==> src/rtl/cu_pkg.sv <==
// Shared opcode, state and instruction-field definitions for the control unit.
package cu_pkg;

   localparam int IR_W = 24;

   localparam logic [3:0] OP_NOP  = 4'h0;
   localparam logic [3:0] OP_ALU  = 4'h1;
   localparam logic [3:0] OP_ALUI = 4'h2;
   localparam logic [3:0] OP_LD   = 4'h3;
   localparam logic [3:0] OP_ST   = 4'h4;
   localparam logic [3:0] OP_JMP  = 4'h5;
   localparam logic [3:0] OP_BRZ  = 4'h6;
   localparam logic [3:0] OP_BRN  = 4'h7;
   localparam logic [3:0] OP_BRC  = 4'h8;
   localparam logic [3:0] OP_BRV  = 4'h9;
   localparam logic [3:0] OP_HALT = 4'hF;

   localparam int OP_HI  = 23;
   localparam int OP_LO  = 20;
   localparam int FS_HI  = 19;
   localparam int FS_LO  = 16;
   localparam int TD_BIT = 15;
   localparam int DR_HI  = 14;
   localparam int DR_LO  = 12;
   localparam int TA_BIT = 11;
   localparam int SA_HI  = 10;
   localparam int SA_LO  = 8;
   localparam int TB_BIT = 7;
   localparam int SB_HI  = 6;
   localparam int SB_LO  = 4;
   localparam int IMM_HI = 7;
   localparam int IMM_LO = 0;

   // Flag register layout is {V,C,N,Z}
   localparam int FLAG_Z = 0;
   localparam int FLAG_N = 1;
   localparam int FLAG_C = 2;
   localparam int FLAG_V = 3;

   typedef enum logic [1:0] {FETCH, EXEC, MEM, HALT} state_t;

endpackage

==> src/rtl/cu_decoder.sv <==
// Combinational instruction decode: register fields, op class and branch condition.
// Zero latency; no handshake.
module cu_decoder
   import cu_pkg::*;
(
   input  logic [IR_W-1:0] i_ir,
   input  logic [3:0]      i_flags,
   output logic [2:0]      o_da,
   output logic [2:0]      o_aa,
   output logic [2:0]      o_ba,
   output logic            o_td,
   output logic            o_ta,
   output logic            o_tb,
   output logic [3:0]      o_fs,
   output logic [7:0]      o_imm,
   output logic            o_alu,
   output logic            o_alui,
   output logic            o_ld,
   output logic            o_st,
   output logic            o_jmp,
   output logic            o_br_taken,
   output logic            o_halt,
   output logic            o_illegal
);

   logic [3:0] w_op;
   logic       w_imm_form;

   assign w_op       = i_ir[OP_HI:OP_LO];
   assign w_imm_form = (w_op == OP_ALUI) || (w_op == OP_JMP) ||
                       (w_op == OP_BRZ) || (w_op == OP_BRN) ||
                       (w_op == OP_BRC) || (w_op == OP_BRV);

   assign o_da  = i_ir[DR_HI:DR_LO];
   assign o_td  = i_ir[TD_BIT];
   assign o_aa  = i_ir[SA_HI:SA_LO];
   assign o_ta  = i_ir[TA_BIT];
   // imm8 overlaps TB/SB, so immediate forms must not leak it onto the B select
   assign o_ba  = w_imm_form ? 3'b000 : i_ir[SB_HI:SB_LO];
   assign o_tb  = w_imm_form ? 1'b0   : i_ir[TB_BIT];
   assign o_fs  = i_ir[FS_HI:FS_LO];
   assign o_imm = i_ir[IMM_HI:IMM_LO];

   assign o_alui    = (w_op == OP_ALUI);
   assign o_alu     = (w_op == OP_ALU) || o_alui;
   assign o_ld      = (w_op == OP_LD);
   assign o_st      = (w_op == OP_ST);
   assign o_jmp     = (w_op == OP_JMP);
   assign o_halt    = (w_op == OP_HALT);
   assign o_illegal = (w_op >= 4'hA) && (w_op <= 4'hE);

   always_comb begin
      o_br_taken = 1'b0;
      case (w_op)
         OP_BRZ:  o_br_taken = i_flags[FLAG_Z];
         OP_BRN:  o_br_taken = i_flags[FLAG_N];
         OP_BRC:  o_br_taken = i_flags[FLAG_C];
         OP_BRV:  o_br_taken = i_flags[FLAG_V];
         default: o_br_taken = 1'b0;
      endcase
   end

endmodule

==> src/rtl/control_unit.sv <==
// Multi-cycle control unit: fetch/exec/mem FSM driving a register-file datapath.
// ALU ops take fetch + 1 cycles; LD/ST wait in MEM until dmem_ack, fetch waits on imem_ack.
module control_unit
   import cu_pkg::*;
#(
   parameter int PC_W = 8
)(
   input  logic            clk,
   input  logic            reset_n,
   output logic [PC_W-1:0] imem_addr,
   output logic            imem_req,
   input  logic [23:0]     imem_rdata,
   input  logic            imem_ack,
   output logic            dmem_re,
   output logic            dmem_we,
   input  logic            dmem_ack,
   output logic [2:0]      DA,
   output logic [2:0]      AA,
   output logic [2:0]      BA,
   output logic            TD,
   output logic            TA,
   output logic            TB,
   output logic            RW,
   output logic            MB,
   output logic            MD,
   output logic [3:0]      FS,
   output logic [7:0]      const_in,
   input  logic            V,
   input  logic            C,
   input  logic            N,
   input  logic            Z,
   output logic            halted,
   output logic            illegal
);

   state_t            r_state;
   logic [PC_W-1:0]   r_pc;
   logic [IR_W-1:0]   r_ir;
   logic [3:0]        r_flags;

   logic [7:0] w_imm;
   logic       w_alu, w_alui, w_ld, w_st, w_jmp, w_br_taken, w_halt, w_illegal;

   cu_decoder u_dec (
      .i_ir       (r_ir),
      .i_flags    (r_flags),
      .o_da       (DA),
      .o_aa       (AA),
      .o_ba       (BA),
      .o_td       (TD),
      .o_ta       (TA),
      .o_tb       (TB),
      .o_fs       (FS),
      .o_imm      (w_imm),
      .o_alu      (w_alu),
      .o_alui     (w_alui),
      .o_ld       (w_ld),
      .o_st       (w_st),
      .o_jmp      (w_jmp),
      .o_br_taken (w_br_taken),
      .o_halt     (w_halt),
      .o_illegal  (w_illegal)
   );

   always_ff @(posedge clk or negedge reset_n) begin
      if (!reset_n) begin
         r_state <= FETCH;
         r_pc    <= '0;
         r_ir    <= '0;
         r_flags <= '0;
      end else begin
         case (r_state)
            FETCH: begin
               if (imem_ack) begin
                  r_ir    <= imem_rdata;
                  r_pc    <= r_pc + PC_W'(1);
                  r_state <= EXEC;
               end
            end
            EXEC: begin
               r_state <= FETCH;
               if (w_alu)
                  r_flags <= {V, C, N, Z};
               if (w_ld || w_st)
                  r_state <= MEM;
               if (w_halt)
                  r_state <= HALT;
               if (w_jmp || w_br_taken)
                  r_pc <= PC_W'(w_imm);
            end
            MEM: begin
               if (dmem_ack)
                  r_state <= FETCH;
            end
            HALT:    r_state <= HALT;
            default: r_state <= FETCH;
         endcase
      end
   end

   // State sits at FETCH during reset; the request must still stay low until release
   assign imem_req  = (r_state == FETCH) && reset_n;
   assign imem_addr = r_pc;

   assign dmem_re  = (r_state == MEM) && w_ld;
   assign dmem_we  = (r_state == MEM) && w_st;
   assign MD       = (r_state == MEM) && w_ld && dmem_ack;
   assign RW       = ((r_state == EXEC) && w_alu) || MD;
   assign MB       = w_alui;
   assign const_in = w_imm;
   assign halted   = (r_state == HALT);
   assign illegal  = (r_state == EXEC) && w_illegal;

endmodule

==> config.mk <==
export PLATFORM = sky130hd
export DESIGN_NAME = control_unit
export DESIGN_NICKNAME = d
export VERILOG_FILES = /design/src/rtl/cu_pkg.sv /design/src/rtl/cu_decoder.sv /design/src/rtl/control_unit.sv
export SDC_FILE = /design/constraint.sdc
export NUM_CORES = 1
export LEC_CHECK = 0
export ABC_AREA = 1
export CAP_MARGIN = 10
export CORE_ASPECT_RATIO = 1.5
export CORE_UTILIZATION = 40
export CTS_CLUSTER_DIAMETER = 60
export CTS_CLUSTER_SIZE = 40
export DETAILED_ROUTE_END_ITERATION = 8
export DONT_BUFFER_PORTS = 1
export GPL_TIMING_DRIVEN = 0
export PLACE_DENSITY = 0.54
export SLEW_MARGIN = 20
export SYNTH_ARGS = -nofsm -noshare
export SYNTH_HDL_FRONTEND = slang
export SYNTH_SLANG_ARGS = --single-unit
==> constraint.sdc <==
create_clock -name clk -period 1.63 [get_ports clk]
set_clock_uncertainty 0.05 [all_clocks]
set_input_delay 0.163 -clock clk [delete_from_list [all_inputs] [get_ports clk]]
set_output_delay 0.163 -clock clk [all_outputs]
set_load 0.05 [all_outputs]
==> results.sh <==
export IMPL_outcome="finished, violations left"
export IMPL_violations="negative setup slack"
export IMPL_cp_start_kind="flip-flop"
export IMPL_synth_area_per_cell_um2=8.75
export IMPL_min_to="r_ir[0]"
export IMPL_yosysTopAreaCellShare_pct=46.7
export IMPL_crit_type="flip-flop to primary output"
export IMPL_ys_seq_area_share_pct=46.7
export IMPL_clock_tree_root_cell="clkbuf_8"
export IMPL_crit_arrival_ps=1700
export IMPL_syn_nets=266
export IMPL_drtIter0Drc=24
export IMPL_drc=0
export IMPL_antenna_found_initial=0
export IMPL_final_setup_viol_count=8
export IMPL_rr_worst_depth=12
export IMPL_cts_sinks=38
export IMPL_min_path_cells=2
export IMPL_antennaDiodeCount=0
export IMPL_place_congestion=0.863
export IMPL_r2r_end="imem_addr[6]"
export IMPL_area_growth_pct=45.2
export IMPL_wl_met1_um=1850
export IMPL_grt_total_usage_pct=19.5
export IMPL_cts_buffer_depth=2
export IMPL_initial_core_util_pct=42.0
export IMPL_grt_setup_unrepaired="yes"
export IMPL_cp_required_ps=1420
export IMPL_crit_fanout=4
export IMPL_grt_first_pass_wirelength_um=7570
export IMPL_fmax_mhz=524
export IMPL_die_h_um=89.4
export IMPL_row_count=31
export IMPL_coreArea_um2=4850
export IMPL_path_clk_slew_ps=70
export IMPL_worst_hold_path_type="primary input to flip-flop"
export IMPL_wl_met2_um=2760
export IMPL_io_buffers=0
export IMPL_critPathBufInv=1
export IMPL_grt_max_degree=39
export IMPL_num_vias=1732
export IMPL_cp_top_family="simple AND/OR/NAND/NOR gates"
export IMPL_cpMaxStageDelayCell="dfrtp_2"
export IMPL_hpwl_um=3180
export IMPL_fin_crit_ps=1910
export IMPL_slew_headroom_pct=49.7
export IMPL_grt_pass1_vias=1620
export IMPL_drive_above_1_share_pct=42.4
export IMPL_preCtsSetupSlack_ps=-148
export IMPL_fin_ws_ps=-278
export IMPL_tightest_slew_ps=748
export IMPL_synth_seq_cells=38
export IMPL_dieArea_um2=5390
export IMPL_routed_wl_um=5020
export IMPL_maxUsedRoutingLayer="met4"
export IMPL_wl_met3_um=288
export IMPL_gr_total_overflow=0
export IMPL_final_nets=320
export IMPL_crit_chain="nor2_4 > nand2_2 > nor2_4 > nand2_4 > clkinvlp_4"
export IMPL_cap_violations=0
export IMPL_ys_types=26
export IMPL_ant_nets=0
export IMPL_via_per_inst=4.89
export IMPL_netlist_instances=233
export IMPL_firstDrtPassIters=4
export IMPL_r2r_start="r_ir[22]"
export IMPL_yosysTopAreaCell="dfrtp_1"
export IMPL_syn_area_um2=2040
export IMPL_fin_crit_sh_pct=117
export IMPL_min_from="imem_ack"
export IMPL_cts_tree="built"
export IMPL_clk_latency_ps=290
export IMPL_critical_path_endpoint_type="primary output"
export IMPL_cpMostUsedCell="nor2_4"
export IMPL_finalHoldViolCount=0
export IMPL_ys_top_cells_by_area="dfrtp_1 (47%), nand2_1 (9.2%), mux2_2 (7.7%)"
export IMPL_numCtsBuffers=5
export IMPL_die_w_um=60.3
export IMPL_yosys_warnings=0
export IMPL_slew_viol_final=0
export IMPL_slowest_delay_ps=450
export IMPL_cts_htree_levels=2
export IMPL_fin_tns_setup_ps=-1630
export IMPL_wl_per_cell_um=14.2
export IMPL_num_io_pins=72
export IMPL_regToRegSetupSlack_ps=20
[kinds of logic after synthesis]
family	Yosys count	share of synthesized area (%)
compound gates	24	6.14
mux	18	10.7
flops	38	46.7
simple gates	107	23.5
buf+inv	45	12.5
fa+ha+maj	1	0.614
[metrics by stage]
stage / cell area (um^2) / instances / hold slack (ps) / utilization, %
CTS: 2810 / 348 / 178 / 58.0
floorplan: 2110 / 233 / -183 / -
detailed placement: 2210 / 299 / -182 / 45.5
finish: 2960 / 354 / 136 / 61.1
global route: 2960 / 354 / 133 / 61.1
global placement: 2190 / 299 / -182 / 45.2
[timing repair]
item / in CTS / in global routing
setup buffers: 9 / 7
resized for setup: 32 / 31
setup endpoints to repair: 14 / 28
hold buffers: 32 / 0
hold endpoints to repair: 68 / 0
gates cloned: 0 / 1
pin swaps: 10 / 21
[cell usage after synthesis]
master    instances
nand3_1          19
inv_2             2
nand2_1          50
ha_1              1
nor4_1            1
buf_4            20
o21bai_1          1
buf_2             2
nand2_4           2
dfrtp_1          38
a21oi_1          14
nor2_2            1
buf_6             1
nor2_1           27
o21ai_0           8
mux2_2           14
buf_1             1
o211ai_1          1
and3_1            1
nor3_1            2
mux2_4            4
nand2_2           1
nor3b_1           1
inv_1            19
nand4_4           1
nand3b_1          1
[final cells by class]
class	instances	area [um^2]
Fill cell	418	1890
Multi-Input combinational cell	151	1090
Sequential cell	38	965
Timing Repair Buffer	47	458
Buffer	23	178
Inverter	21	90.1
Clock buffer	6	82.6
Tap cell	66	82.6
Clock inverter	2	12.5
[state kept, by name, indices dropped and copies added, names as in the netlist]
name,flops
r_ir,24
imem_addr,8
r_state,2
r_flags,4
[layer usage]
| metal | up-vias | global-route usage [%] |
|---|---|---|
| met5 | - | 0 |
| met4 | 0 | 7.61 |
| met3 | 7 | 6.37 |
| met2 | 53 | 34.8 |
| met1 | 823 | 20.6 |
| li1 | 849 | - |
[how the worst max path moves through the flow]
stage          cells past startpoint  endpoint  startpoint
2_1_floorplan                      4   illegal  r_state[1]
3_3_place_gp                       4   illegal  r_state[1]
3_5_place_dp                       5     BA[2]    r_ir[22]
4_1_cts                            5   illegal  r_state[0]
5_1_grt                            5        MD    r_ir[22]
6_report                           5        MD    r_ir[22]
[cells in the final DEF (no fill, tap or decap)]
cell	netlist	routed
a21oi_1	14	13
a21oi_4	0	1
and3_4	0	1
buf_12	0	1
buf_4	20	30
buf_6	1	6
clkbuf_2	0	1
clkbuf_4	0	1
clkbuf_8	0	6
clkinv_2	0	1
clkinvlp_4	0	2
dfrtp_1	38	31
dfrtp_2	0	5
dfrtp_4	0	2
dlygate4sd3_1	0	31
ha_4	0	1
inv_1	19	15
inv_2	2	4
inv_8	0	1
mux2_2	14	14
mux2_4	4	4
nand2_1	50	30
nand2_2	1	16
nand2_4	2	5
nand2_8	0	3
nand3_1	19	16
nand3_2	0	3
nand3b_1	1	1
nand4_4	1	1
nor2_1	27	19
nor2_2	1	1
nor2_4	0	8
nor3_2	0	1
nor3_4	0	1
nor3b_4	0	1
nor4_4	0	1
o211ai_1	1	1
o21ai_0	8	8
o21bai_1	1	1
[worst register-to-register path: stages, from the launching register on]
cell and delay (ps):
dfrtp_2 450, buf_4 150, buf_4 140, nand2_4 80
nand2_1 50, nand2_1 50, nand2_1 50, nand2_2 90
nand2_4 80, nand2_8 100, nand2_8 90, nand2_2 80
nand2_2 40
Power is not shown: default switching activity piles up to over one toggle a cycle in this logic, so the estimate is an artifact.
